**src/rtl/msu_pkg.sv**
```systemverilog
// Shared types and constants for the MSU audio path.
package msu_pkg;

  typedef enum logic [2:0] {
    ST_IDLE,
    ST_RD_L,
    ST_LAT_L,
    ST_RD_R,
    ST_LAT_R,
    ST_SCALE,
    ST_PRESENT
  } player_state_t;

  localparam int         SAMPLE_HZ_DEFAULT  = 44100;
  localparam logic [8:0] VOL_UNITY          = 9'd256;
  localparam int         UNDERRUN_MIN_WORDS = 2;

  // 255 maps to 256 so that full volume is an exact pass-through.
  function automatic logic [15:0] apply_volume(input logic signed [15:0] raw,
                                               input logic [7:0] vol);
    logic [8:0]         eff;
    logic signed [24:0] a;
    logic signed [24:0] b;
    logic signed [24:0] prod;
    eff  = (vol == 8'hFF) ? VOL_UNITY : {1'b0, vol};
    a    = 25'(raw);
    b    = 25'($signed({1'b0, eff}));
    prod = a * b;
    return 16'(prod >>> 8);
  endfunction

endpackage

```
**src/rtl/msu_rate_gen.sv**
```systemverilog
// Fractional accumulator: one-cycle tick at exactly SAMPLE_HZ on average from CLK_HZ.
module msu_rate_gen #(
  parameter int CLK_HZ    = 21477272,
  parameter int SAMPLE_HZ = 44100,
  parameter int ACC_W     = 32
) (
  input  logic clk,
  input  logic reset,
  output logic tick
);

  localparam logic [ACC_W-1:0] STEP = ACC_W'(SAMPLE_HZ);
  localparam logic [ACC_W-1:0] WRAP = ACC_W'(CLK_HZ);

  logic [ACC_W-1:0] r_acc;
  logic [ACC_W-1:0] w_next;
  logic             r_tick;

  assign w_next = r_acc + STEP;
  assign tick   = r_tick;

  always_ff @(posedge clk) begin
    if (reset) begin
      r_acc  <= '0;
      r_tick <= 1'b0;
    end else if (w_next >= WRAP) begin
      r_acc  <= w_next - WRAP;
      r_tick <= 1'b1;
    end else begin
      r_acc  <= w_next;
      r_tick <= 1'b0;
    end
  end

endmodule

```
**src/rtl/msu_audio_player.sv**
```systemverilog
// Drains the MSU sample FIFO one stereo pair per tick, applies volume, and
// presents registered samples; silence on pause or underrun.
module msu_audio_player
  import msu_pkg::*;
#(
  parameter int CLK_HZ    = 21477272,
  parameter int SAMPLE_HZ = SAMPLE_HZ_DEFAULT,
  parameter int ACC_W     = 32
) (
  input  logic        clk,
  input  logic        reset,
  input  logic        audio_play,
  input  logic [15:0] fifo_q,
  input  logic [11:0] fifo_usedw,
  input  logic [7:0]  volume,
  output logic        fifo_rdreq,
  output logic [15:0] left_out,
  output logic [15:0] right_out,
  output logic        sample_strobe,
  output logic        underrun,
  output logic [15:0] underrun_count
);

  logic          w_tick;
  player_state_t r_state;
  logic [15:0]   r_raw_l, r_raw_r;
  logic [15:0]   r_scaled_l, r_scaled_r;
  logic          r_rdreq, r_strobe, r_underrun;
  logic [15:0]   r_left, r_right, r_ucount;

  msu_rate_gen #(
    .CLK_HZ   (CLK_HZ),
    .SAMPLE_HZ(SAMPLE_HZ),
    .ACC_W    (ACC_W)
  ) u_rate_gen (
    .clk  (clk),
    .reset(reset),
    .tick (w_tick)
  );

  assign fifo_rdreq     = r_rdreq;
  assign left_out       = r_left;
  assign right_out      = r_right;
  assign sample_strobe  = r_strobe;
  assign underrun       = r_underrun;
  assign underrun_count = r_ucount;

  always_ff @(posedge clk) begin
    if (reset) begin
      r_state    <= ST_IDLE;
      r_raw_l    <= '0;
      r_raw_r    <= '0;
      r_scaled_l <= '0;
      r_scaled_r <= '0;
      r_rdreq    <= 1'b0;
      r_strobe   <= 1'b0;
      r_underrun <= 1'b0;
      r_left     <= '0;
      r_right    <= '0;
      r_ucount   <= '0;
    end else begin
      r_rdreq    <= 1'b0;
      r_strobe   <= 1'b0;
      r_underrun <= 1'b0;
      case (r_state)
        ST_IDLE: begin
          if (w_tick) begin
            if (audio_play && (fifo_usedw >= 12'(UNDERRUN_MIN_WORDS))) begin
              r_rdreq <= 1'b1;
              r_state <= ST_RD_L;
            end else begin
              r_raw_l <= '0;
              r_raw_r <= '0;
              r_state <= ST_SCALE;
              if (audio_play) begin
                r_underrun <= 1'b1;
                if (r_ucount != 16'hFFFF) r_ucount <= r_ucount + 16'd1;
              end
            end
          end
        end
        ST_RD_L:  r_state <= ST_LAT_L;
        ST_LAT_L: begin
          r_raw_l <= fifo_q;
          r_rdreq <= 1'b1;
          r_state <= ST_RD_R;
        end
        ST_RD_R:  r_state <= ST_LAT_R;
        ST_LAT_R: begin
          r_raw_r <= fifo_q;
          r_state <= ST_SCALE;
        end
        ST_SCALE: begin
          r_scaled_l <= apply_volume(r_raw_l, volume);
          r_scaled_r <= apply_volume(r_raw_r, volume);
          r_state    <= ST_PRESENT;
        end
        ST_PRESENT: begin
          r_left   <= r_scaled_l;
          r_right  <= r_scaled_r;
          r_strobe <= 1'b1;
          r_state  <= ST_IDLE;
        end
        default: r_state <= ST_IDLE;
      endcase
    end
  end

endmodule
```
**config.mk**
```make
export PLATFORM = sky130hd
export DESIGN_NAME = msu_audio_player
export DESIGN_NICKNAME = d
export VERILOG_FILES = /design/src/rtl/msu_pkg.sv /design/src/rtl/msu_rate_gen.sv /design/src/rtl/msu_audio_player.sv
export SDC_FILE = /design/constraint.sdc
export NUM_CORES = 1
export LEC_CHECK = 0
export BUFFER_PORTS_ARGS = -buffer_cell sky130_fd_sc_hd__buf_2
export CAP_MARGIN = 20
export CORE_MARGIN = 2
export CORE_UTILIZATION = 41
export DETAILED_ROUTE_END_ITERATION = 8
export GPL_ROUTABILITY_DRIVEN = 1
export HOLD_SLACK_MARGIN = 0.02
export PLACE_DENSITY = 0.59
export SLEW_MARGIN = 10
export SYNTH_ARGS = -nofsm -noshare
export SYNTH_HDL_FRONTEND = slang
export SYNTH_HIERARCHICAL = 1
export SYNTH_SLANG_ARGS = --single-unit
```
**constraint.sdc**
```tcl
create_clock -name clk -period 6.32 [get_ports clk]
set_clock_uncertainty 0.2 [all_clocks]
set_input_delay 0 -clock clk [delete_from_list [all_inputs] [get_ports clk]]
set_output_delay 0 -clock clk [all_outputs]
set_load 0.01 [all_outputs]
```
* Yosys cells after proc, flatten, opt, wreduce, memory -nomap -nowiden *
Index checks and enable logic that the tools add are counted.

operators by class
  muxes and demuxes = 15
  $mul = 2
  eq/ne operators = 10
  reduce and logical (&&, ||, !) cells = 8
  $lt $le $gt $ge = 2
  bitwise operators = 3
  shift-type cells = 0
  add/sub/neg operators = 3
  div/mod/pow operators = 0

operators by type and width
  cell                                                                                   number
  16-bit case mux with 2 select lines                                                    2
  16-bit by 10-bit multiplier with 24-bit output                                         2
  32-bit by 16-bit adder with 32-bit output, second input constant                       1
  32-bit by 25-bit greater-or-equal comparator with 1-bit output, second input constant  1
  16-bit two-way mux                                                                     2
  32-bit two-way mux                                                                     1
  32-bit by 25-bit subtractor with 32-bit output, second input constant                  1
  3-bit case mux with 6 select lines                                                     1
  16-bit by 1-bit adder with 16-bit output, second input constant                        1
  16-bit inequality test, second input constant                                          1
  12-bit by 2-bit greater-or-equal comparator with 1-bit output, second input constant   1
  3-bit == test, second input constant                                                   3
  9-bit two-way mux                                                                      1
  8-bit == test, second input constant                                                   1
  3-bit by 2-bit == test with 1-bit output, second input constant                        2
  3-bit two-way mux                                                                      2
  3-bit AND reduction                                                                    2
  1-bit two-way mux                                                                      5
  5-bit AND reduction                                                                    1
  2-bit nonzero test                                                                     2
  4-bit OR reduction                                                                     1
  3-bit by 1-bit == test with 1-bit output, second input constant                        1
  3-bit zero test                                                                        1
  1-bit inverter                                                                         3
  4 further kinds                                                                        4

word-level totals
  flip-flop bits (word level) = 151
  output and inout port bits = 51
  input port bits = 39
  bits in read-only memories = 0
  memories kept = 0
  bits in latches = 0
  RAM bits = 0
  logic and storage cells = 56

* Depth between registers and ports, before layout *
Gate-level depths: netlist of the first run.

  depth in word-level cells = 5
  gate-level depth with buffers = 24
  depth with buffers taken out = 22

* Modules after synthesis *
Netlist of the first run, hierarchy kept.

modules (own cells, without submodules)
  module            times used  cells an instance  seq. area each (µm²)  area an instance (µm²)
  msu_audio_player  1           1700               2362.3                14418.8
  msu_rate_gen      1           313                620.6                 2426.1

* Worst setup path after synthesis of the first run *
No wires, ideal clock.

  kind = input to register
  start = in volume[6]
  end = reg r_scaled_l[12]
  setup slack = 0.466 ns
  data arrival time = 5.536 ns
  stages = 21
  cells stage by stage = nand2_1 nor3_1 clkbuf_1 nor2b_1 clkbuf_1 and2_1 fa_1 inv_1 fa_1 inv_1 fa_1 fa_1 inv_1 fa_1 inv_1 ha_1 a21o_1 a2111oi_0 nor2_1 or3_1 a32o_1

on the way
  cells in the longest elaborated chain, start to end = 3

ends and longest elaborated chain
  item                                              line                    text
  start, declared                                   msu_audio_player.sv:15  input logic [7:0] volume,
  8-bit == test                                     msu_pkg.sv:25           eff = (vol == 8'hFF) ? VOL_UNITY : {1'b0, vol};
  9-bit two-way mux *                               msu_pkg.sv:25
  16-bit by 10-bit multiplier with 24-bit output *  msu_pkg.sv:28           prod = a * b;
  end signal, assigned                              msu_audio_player.sv:94  r_scaled_l <= apply_volume(r_raw_l, volume);
  end, declared                                     msu_audio_player.sv:27  logic [15:0] r_scaled_l, r_scaled_r;

Every way passes the cells marked *; elsewhere a longest branch is shown, timed or not.
A chain may end at the register's enable or synchronous reset.

* Worst setup path after layout of the first run *
  start = in volume[7]
  end = reg r_scaled_l[14]

Same word-level chain as after synthesis.

==> metrics.csv, run 1 <==
metric,value,unit
grt_pass1_wl,73100,um
drt_pass1_iterations,7,
cts_buffer_depth,2,
totalNegativeSetupSlack,0,ns
critPathMaxFanout,37,
cp.required,6.50,ns
worst_hold_path.endpoint,fifo_rdreq,
slowest_stage,a2111oi_1,
reg2reg_from,r_raw_l[5],
crit_top_cell,fa_1,
ant_nets,0,
cap_violations,0,
tightest_slew,0.840,ns
grt_setup_unrepaired,no,
run_status,finished clean,
worst_hold_path_type,in2reg,
r2r-end,r_scaled_l[14],
p_total,0.00459,W
drt_wl_total,43300,um
crit_chain,buf_2 -> nand4_4 -> nor3_2 -> buf_4 -> nor2b_2 -> buf_12 -> and2_1 -> fa_1 -> fa_1 -> fa_1 -> fa_1 -> inv_1 -> fa_1 -> inv_1 -> ha_1 -> buf_4 -> nand2_1 -> o21ai_1 -> a2111oi_1 -> o21ai_0 -> o211a_1 -> o211ai_1,
cts-root-buf,clkbuf_16,
cts_tree,yes,
grt_max_degree,50,
ff2ff_path_depth,16,
worstHoldStart,fifo_usedw[2],
startpoint_type,input port,
viasPerCell,5.25,
avgSynthCellArea,8.37,sq um
p_per_area,244,nW/um^2
clk-insertion-delay-late,0.46,ns
track_usage,21.7,%
worstPathArrival,6.09,ns
rows,74,
fin_crit,5.91,ns
placed_area,18000,sq um
layout-drive-gt1-share,10.3,%
crit_type,in2reg,
end_kind,flip-flop,
first_global_vias,14500,
cts_buffers,17,
ys_warn_count,6,
design_area,18800,sq um
vias,13800,
drc_errors,0,
layout.cells.non_filler,2623,
placed_cells,2568,
port_buffers,88,
yosys_register_bits,149,
num_io_pins,90,
htree_levels,4,
antenna_found_initial,0,
slew_headroom,43.7,%
syn_inst,2013,
max_clock_freq,0.169,GHz
hold_violations,0,
syn-num-nets,2384,
post_drt_wl_per_cell,16.5,um
synth-main-ff-cell,dfxtp_1,
area_growth,11.5,%
overflow,0,
post_cts_resized,0,
fin_nets,2449,
path_clk_slew,0.07,ns
initial_core_util,41.4,%
insertedDiodeCount,0,
gp_congestion,0.874,
netlist_area,16800,sq um
critPathMaxStageDelay,0.68,ns
dp.final_hpwl,33300,um
r2r_slack,0.42,ns
coreArea,40600,sq um
synth_edf_count,0,
yosysSeqAreaShare,17.7,%
die_y,207,um
die_w,207,um
finalMaxSlewViolations,0,
post-route-period-util,93.5,%
netlist-cell-type-count,88,
async_flop_share,0,%
finalSetupViolCount,0,
dieArea,42700,sq um
irDropWorstVdd,0.211,mV
p_leak,9.15,nW
hold_depth,6,
cts_sinks,149,
drt_iter0_drc,753,
[critical path, delay by kind of cell]
kind | cells | cell delay (ns)
adder cells (fa/ha/maj) | 6 | 2.87
AO/OA/AOI/OAI | 5 | 1.44
buffers and inverters | 6 | 1.00
AND/OR/NAND/NOR | 5 | 0.75
[report_power, final]
part	switching, W	total (W)	internal, W
logic	0.00133	0.00227	0.000940
clock network	0.000473	0.00105	0.000575
registers	0.000217	0.00127	0.00106
[placed cells by master (no fill, tap or decap), types with 5 or more instances in the layout]
master and instances:
nor2_1 118, nand2b_1 6, and3_1 54, and2_1 104, nor2b_1 7, fa_1 228, and2_2 6, or3_1 12
dfxtp_1 149, nand4_1 21, buf_2 87, nor4_1 6, a31oi_1 9, nand3_1 38, a22oi_1 34, o211ai_1 12
o21bai_1 8, a21oi_1 86, nand4b_1 6, dlygate4sd3_1 22, o31ai_1 7, clkbuf_16 17, buf_12 6, inv_1 295
buf_4 41, nor2b_2 6, a21o_1 10, a211oi_1 9, o21ai_1 7, o21a_1 5, nand2_1 296, xnor2_1 57
nor3_1 19, ha_1 104, nand3b_1 8, xor2_1 32, o21ai_0 47
[cell usage after synthesis (all sizes together) (4+ instances only)]
master / instances / area share, %
ha: 104 / 7.7
o21bai: 9 / 0.47
o31ai: 7 / 0.31
o2111ai: 4 / 0.21
or2: 4 / 0.15
nor4: 7 / 0.35
and3: 57 / 2.1
nand4b: 6 / 0.31
xor2: 32 / 1.7
xnor2: 57 / 3.0
a21boi: 4 / 0.18
nand3: 40 / 1.2
clkbuf: 86 / 1.9
a21o: 10 / 0.45
o21ai: 56 / 1.7
nor4b: 4 / 0.21
and4: 4 / 0.21
a22oi: 34 / 1.5
a2111oi: 5 / 0.27
a32o: 4 / 0.24
dfxtp: 149 / 18
nor3: 21 / 0.62
nor2: 120 / 2.7
fa: 228 / 27
a21oi: 87 / 2.7
inv: 296 / 6.6
buf: 24 / 0.68
or4: 4 / 0.22
nand2: 296 / 6.6
a31oi: 10 / 0.41
or3: 13 / 0.49
o21a: 5 / 0.22
o211ai: 14 / 0.68
nor2b: 13 / 0.48
nand3b: 8 / 0.36
nand4: 22 / 0.91
nand2b: 6 / 0.22
and2: 110 / 4.1
a211oi: 9 / 0.40
[registers in the layout, summed over array words and instances (netlist names)]
register,count
underrun_count,16
left_out,16
right_out,16
r_raw_r,16
u_rate_gen/tick,1
r_raw_l,16
u_rate_gen/r_acc,30
sample_strobe,1
r_scaled_l,16
r_state,3
fifo_rdreq,1
r_scaled_r,16
underrun,1
[what timing repair did]
action	in CTS	in global routing
buffers inserted	0	0
setup endpoints to repair	0	0
hold endpoints to repair	73	0
hold buffers	22	0
[routing by layer]
layer / vias up / global-route usage, % / part of all wire [%]
met1: 6859 / 27.5 / 44
met2: 254 / 38.7 / 51
met4: 0 / 6.00 / 1.8
met5: - / 0 / 0
li1: 6615 / - / -
met3: 50 / 2.84 / 3.3
[cell type report]
type	count	area, sq um
sequential	149	2980
multi-input combinational	1458	12300
clock inverter	13	138
clock buffer	19	453
fill	3989	21900
timing repair buffer	156	1080
tap	532	666
inverter	296	1110
[worst max path at each step]
stage	end	cells past startpoint	start	slack (ns)
detailed placement	r_scaled_l[14]	22	volume[7]	-0.05
finish	r_scaled_l[14]	22	volume[7]	0.41
CTS	r_scaled_l[14]	16	r_raw_l[5]	0.41
global placement	r_scaled_l[14]	22	volume[7]	0.1
floorplan	r_scaled_l[12]	21	volume[6]	0.47
global route	r_scaled_l[14]	22	volume[7]	0.04
[logic make-up after synthesis]
| kind of cell | count (synthesis) | share of synthesized area, % |
|---|---|---|
| AND/OR/NAND/NOR | 740 | 21.6 |
| buffers and inverters | 406 | 9.20 |
| adder cells (fa/ha/maj) | 332 | 34.8 |
| AO/OA/AOI/OAI | 292 | 11.7 |
| flip-flops | 149 | 17.7 |
| XOR/XNOR | 89 | 4.63 |
| multiplexers | 5 | 0.312 |
[per-stage QoR]
step	hold WS (ns)	utilization, %	setup WS [ns]
3_3_place_gp	0.0746	44.2	0.0978
4_1_cts	0.0767	46.2	0.406
5_1_grt	0.141	46.2	0.0405
3_5_place_dp	0.0809	44.2	-0.0512
6_report	0.0945	46.2	0.408
2_1_floorplan	-0.121	-	0.466
(Power assumes the default switching activity.)
==> run 2: changes to the inputs <==
CORE_ASPECT_RATIO = 0.7   (was default)
CTS_BUF_LIST = sky130_fd_sc_hd__clkbuf_2 sky130_fd_sc_hd__clkbuf_4 sky130_fd_sc_hd__clkbuf_8   (was default)
==> run 2 against run 1 <==
  * Clock power fell by 24%
  * Critical path depth is 1 higher
  * Worst hold slack lost 0.0043 ns
  * Utilization is essentially flat
  * Power shrank 4.1%
  * Critical path type unchanged
==> metrics.csv, run 2 (synthesis results as in run 1) <==
metric,value,unit,change
r2r_slack,0.47,ns,+0.05 ns
cp.required,6.48,ns,-0.02 ns
finalMaxSlewViolations,0,,unchanged
initial_core_util,41.3,%,-0.16 points
grt_setup_unrepaired,no,,
slowest_stage,nor2b_2,,
largest_reg_flops,30,,unchanged
htree_levels,4,,unchanged
overflow,0,,unchanged
final_common_cell,nand2_1,,
slew_headroom,38.4,%,-5.3 points
worstHoldStart,fifo_usedw[2],,
cap_violations,0,,unchanged
reg2reg_from,r_raw_r[6],,
fin_crit,5.95,ns,+0.0379 ns
max_clock_freq,0.168,GHz,-0.64%
insertedDiodeCount,0,,unchanged
irDropWorstVdd,0.163,mV,-22%
crit_top_cell,fa_1,,
path_clk_slew,0.10,ns,+0.03 ns
layout-drive-gt1-share,11.5,%,+1.2 points
drt_pass1_iterations,6,,-1
p_per_area,233,nW/um^2,-4.5%
worst_hold_path.endpoint,fifo_rdreq,,
worst_hold_path_type,in2reg,,
dp.final_hpwl,34600,um,+3.7%
totalNegativeSetupSlack,0,ns,unchanged
end_kind,flip-flop,,
rows,62,,-16%
post_cts_resized,0,,unchanged
run_status,finished clean,,
first_global_vias,14700,,+1.2%
cts_setup_buffers,0,,unchanged
cts-root-buf,clkbuf_8,,
drc_errors,0,,unchanged
p_leak,9.23,nW,+0.90%
finish.utilization,46.2,%,about the same
die_w,246,um,+19%
startpoint_type,input port,,
post_drt_wl_per_cell,16.6,um,+0.68%
critPathMaxFanout,15,,-59%
cts_sinks,149,,unchanged
port_buffers,88,,unchanged
drt_iter0_drc,852,,+13%
worstPathArrival,6.11,ns,+0.02 ns
num_io_pins,90,,unchanged
critPathMaxStageDelay,0.65,ns,-0.03 ns
final_cell_mix,"nand2_1 (296), inv_1 (295), fa_1 (228)",,
viasPerCell,5.26,,+0.11%
die_y,174,um,-16%
drt_wl_total,44300,um,+2.4%
grt_pass1_wl,75200,um,+2.9%
post-route-period-util,94.1,%,+0.60 points
hold_violations,0,,unchanged
crit_type,in2reg,,
tightest_slew,0.920,ns,+0.0805 ns
ant_nets,0,,unchanged
fillers,4091,,+2.6%
ff2ff_path_depth,19,,+3
antenna_found_initial,0,,unchanged
cts_buffers,17,,unchanged
coreArea,40800,sq um,+0.39%
cts_buffer_depth,2,,unchanged
track_usage,22.0,%,+0.33 points
gp_congestion,0.894,,+2.3%
vias,14000,,+1.8%
area_growth,11.9,%,
r2r-end,r_scaled_r[15],,
dieArea,42700,sq um,about the same
cts_tree,yes,,
largest_register,u_rate_gen/r_acc,,
fin_nets,2481,,+1.3%
crit_chain,buf_2 -> nand4_4 -> nor3_2 -> buf_4 -> nor2b_2 -> buf_4 -> nand2_1 -> fa_1 -> inv_1 -> fa_1 -> fa_1 -> fa_1 -> inv_1 -> fa_1 -> inv_1 -> ha_1 -> a21o_1 -> o31ai_1 -> a31oi_1 -> o31ai_1 -> buf_4 -> or3_1 -> nand3_1,,
hold_depth,6,,unchanged
grt_max_degree,54,,+8.0%
clk-insertion-delay-late,0.48,ns,+0.02 ns
finalSetupViolCount,0,,unchanged
==> run 2: changes by cell type in the layout (fill, tap and decap cells not counted) <==
cell | before | now
clkbuf_16 | 17 | 0
buf_4 | 41 | 69
inv_6 | 4 | 7
clkbuf_8 | 2 | 17
clkinv_8 | 0 | 1
clkinv_4 | 4 | 1
dlygate4sd3_1 | 22 | 25
clkinvlp_4 | 2 | 0
inv_8 | 2 | 3
buf_6 | 0 | 1
clkinv_2 | 0 | 2
==> run 2: final cells by class <==
class	instances	area, sq um	area share [%]
timing repair buffer	188	1340	7.08
sequential	149	2980	15.8
multi-input combinational	1458	12300	65.5
clock buffer	17	234	1.24
tap	544	681	3.61
clock inverter	15	160	0.850
inverter	296	1110	5.89
==> run 2: worst max-delay path by stage <==
stage	slack [ns]	startpoint	endpoint
5_1_grt	0.19	volume[0]	r_scaled_r[15]
4_1_cts	0.46	volume[7]	r_scaled_r[15]
3_3_place_gp	0.08	volume[7]	r_scaled_r[15]
3_5_place_dp	-0.03	volume[7]	r_scaled_r[15]
6_report	0.37	volume[7]	r_scaled_r[15]
2_1_floorplan	0.47	volume[6]	r_scaled_l[12]
==> run 2: through the flow <==
step           hold slack [ns]  setup WS (ns)  area [sq um]  power [W]  std cells
3_5_place_dp            0.0912        -0.0308         18200    0.00360       2609
3_3_place_gp            0.0803         0.0832         18200    0.00355       2609
5_1_grt                  0.144          0.194         18800    0.00485       2667
2_1_floorplan           -0.121          0.466         16800    0.00301       2013
4_1_cts                 0.0575          0.463         18800    0.00443       2666
6_report                0.0903          0.370         18800    0.00440       2667
==> run 2: critical path: cells and delay by family <==
| family | cells | cell delay [ns] |
|---|---|---|
| AO/OA/AOI/OAI | 4 | 1.22 |
| adder cells (fa/ha/maj) | 6 | 2.93 |
| buffers and inverters | 7 | 0.92 |
| AND/OR/NAND/NOR | 6 | 1.03 |
==> run 2: routing by layer <==
metal	vias to the layer above	global-route usage (%)	routed length, um
li1	6670	-	-
met1	7002	30.9	20900
met2	302	35.5	20400
met3	51	3.41	2310
met4	0	5.30	688
met5	-	0	0
==> run 2: what timing repair did <==
item	CTS	global route
endpoints found under the setup margin	0	0
hold buffers	25	0
hold endpoints to repair	43	0
==> run 2: power breakdown <==
group | total [W] | internal (W) | switching, W | leakage, nW
Combinational | 0.00232 | 0.000970 | 0.00135 | 7.82
Sequential | 0.00128 | 0.00106 | 0.000227 | 1.21
Clock | 0.000798 | 0.000331 | 0.000468 | 0.205
Total | 0.00440 | 0.00236 | 0.00205 | 9.23
==> run 3: changes to the inputs <==
CORE_ASPECT_RATIO = 1.2   (was 0.7)
SLEW_MARGIN = 20   (was 10)
==> run 3 against run 2 <==
  * Utilization decreased by 0.59 points
  * Highest routed layer unchanged
  * Power decreased by 2.9%
  * Clock-buffer cell count increased by 2
  * First-iteration DRC count decreased by 3.2%
  * Global-route usage decreased by 1.1 points
  * Final cell count decreased by 1.8%
  * Clock power decreased by 7.1%
  * Sequential power about the same
==> metrics.csv, run 3 (synthesis results as in run 1) <==
metric,value,unit,change
ant_nets,0,,unchanged
first_global_vias,14000,,-5.0%
grt_setup_unrepaired,no,,
critPathMaxStageDelay,0.60,ns,-0.05 ns
fin_crit,5.75,ns,-0.199 ns
cts_sinks,149,,unchanged
die_w,189,um,-23%
whs,0.116,ns,+0.0254 ns
viasPerCell,5.27,,+0.22%
post-route-period-util,91.0,%,-3.2 points
post_drt_wl_per_cell,16.2,um,-2.4%
dp.final_hpwl,32600,um,-5.7%
final_common_cell,nand2_1,,
htree_levels,4,,unchanged
final_cell_mix,"nand2_1 (296), inv_1 (295), fa_1 (228)",,
end_kind,flip-flop,,
hold_violations,0,,unchanged
drt_wl_total,42400,um,-4.2%
die_y,226,um,+30%
layout-drive-gt1-share,9.48,%,-2.0 points
cts_buffers,17,,unchanged
dieArea,42700,sq um,about the same
num_io_pins,90,,unchanged
port_buffers,88,,unchanged
cap_violations,0,,unchanged
gp_congestion,0.853,,-4.6%
fin_nets,2437,,-1.8%
grt_max_degree,73,,+35%
slowest_stage,dfxtp_1,,
tightest_slew,0.937,ns,+0.0166 ns
hold_buffers,28,,+12%
placed_area,17900,sq um,-1.8%
finalSetupViolCount,0,,unchanged
vias,13800,,-1.6%
worst_hold_path_type,in2reg,,
run_status,finished clean,,
crit_chain,nand2_1 -> fa_1 -> inv_1 -> fa_1 -> fa_1 -> fa_1 -> inv_1 -> fa_1 -> inv_1 -> ha_1 -> nand3_1 -> a21boi_0 -> o31ai_1 -> a31oi_1 -> o21ai_0 -> a2111oi_0 -> a311o_1,,
clk-insertion-delay-late,0.52,ns,+0.04 ns
largest_reg_flops,30,,unchanged
worstPathArrival,6.01,ns,-0.10 ns
finalMaxSlewViolations,0,,unchanged
initial_core_util,41.4,%,+0.17 points
worstHoldStart,fifo_q[15],,
slew_headroom,37.4,%,-1.0 points
max_clock_freq,0.174,GHz,+3.5%
area_growth,10.0,%,
largest_register,u_rate_gen/r_acc,,
p_total,0.00427,W,-2.9%
startpoint,r_raw_r[4],,
cp.required,6.58,ns,+0.10 ns
totalNegativeSetupSlack,0,ns,unchanged
post_cts_resized,0,,unchanged
rows,81,,+31%
cts_setup_buffers,0,,unchanged
track_usage,20.9,%,-1.1 points
cts_tree,yes,,
design_area,18500,sq um,-1.7%
crit_type,reg2reg,,
drt_pass1_iterations,5,,-1
critPathMaxFanout,10,,-5
grt_pass1_wl,71200,um,-5.3%
p_per_area,231,nW/um^2,-1.2%
coreArea,40600,sq um,-0.40%
drc_errors,0,,unchanged
antenna_found_initial,0,,unchanged
cts-root-buf,clkbuf_8,,
startpoint_type,flip-flop,,
reg2reg_from,r_raw_r[4],,
irDropWorstVdd,0.149,mV,-8.4%
crit_top_cell,fa_1,,
drt_iter0_drc,825,,-3.2%
path_clk_slew,0.09,ns,about the same
p_leak,9.01,nW,-2.4%
overflow,0,,unchanged
cts_buffer_depth,2,,unchanged
run 3: changes by cell type in the layout (fill, tap and decap cells not counted), sizes merged:
cell,before,now
buf,163,116
dlygate4sd3,25,28
clkinv,4,6
diode,0,1
clkbuf,17,19
bufinv,1,0
inv,306,303
run 3: where the power goes:
group	switching [W]	internal [W]	total, W
combinational	0.00134	0.000915	0.00226
sequential	0.000221	0.00106	0.00128
clock	0.000436	0.000306	0.000741
total	0.00200	0.00228	0.00427
run 3: layout make-up:
| cell class | count | area (sq um) |
|---|---|---|
| sequential | 149 | 2980 |
| antenna | 1 | 2.50 |
| clock inverter | 13 | 114 |
| multi-input combinational | 1458 | 12400 |
| inverter | 296 | 1110 |
| clock buffer | 19 | 262 |
| timing repair buffer | 144 | 1020 |
| fill | 4037 | 22100 |
| tap | 539 | 674 |
run 3: layer usage:
layer / track usage [%] / vias to the layer above / share of wire (%) / wire length [um]
met3: 3.19 / 47 / 4.6 / 1930
met1: 27.7 / 6831 / 46 / 19400
met2: 35.3 / 333 / 48 / 20400
met4: 5.72 / 0 / 1.7 / 716
met5: 0 / - / 0 / 0
li1: - / 6592 / - / -
run 3: path summary, 6_finish.rpt:
kind | to | slack, ns | cells past startpoint
max reg2reg | r_scaled_r[14] | 0.57 | 17
min | r_raw_r[15] | 0.12 | 4
min reg2reg | left_out[1] | 0.25 | 2
max | r_scaled_r[14] | 0.57 | 17
run 3: critical path, delay by kind of cell, from the launching register on:
kind	cells	cell delay [ns]
compound gates	6	1.51
fa+ha+maj	6	2.96
buf+inv	3	0.14
flops	1	0.60
simple gates	2	0.27
run 3: stage by stage:
step / instances / worst slack, ns / utilization [%]
5_1_grt: 2618 / 0.0488 / 45.6
4_1_cts: 2618 / 0.582 / 45.6
2_1_floorplan: 2013 / 0.466 / -
3_5_place_dp: 2558 / 0.105 / 44.0
6_report: 2619 / 0.570 / 45.6
3_3_place_gp: 2558 / 0.238 / 44.0
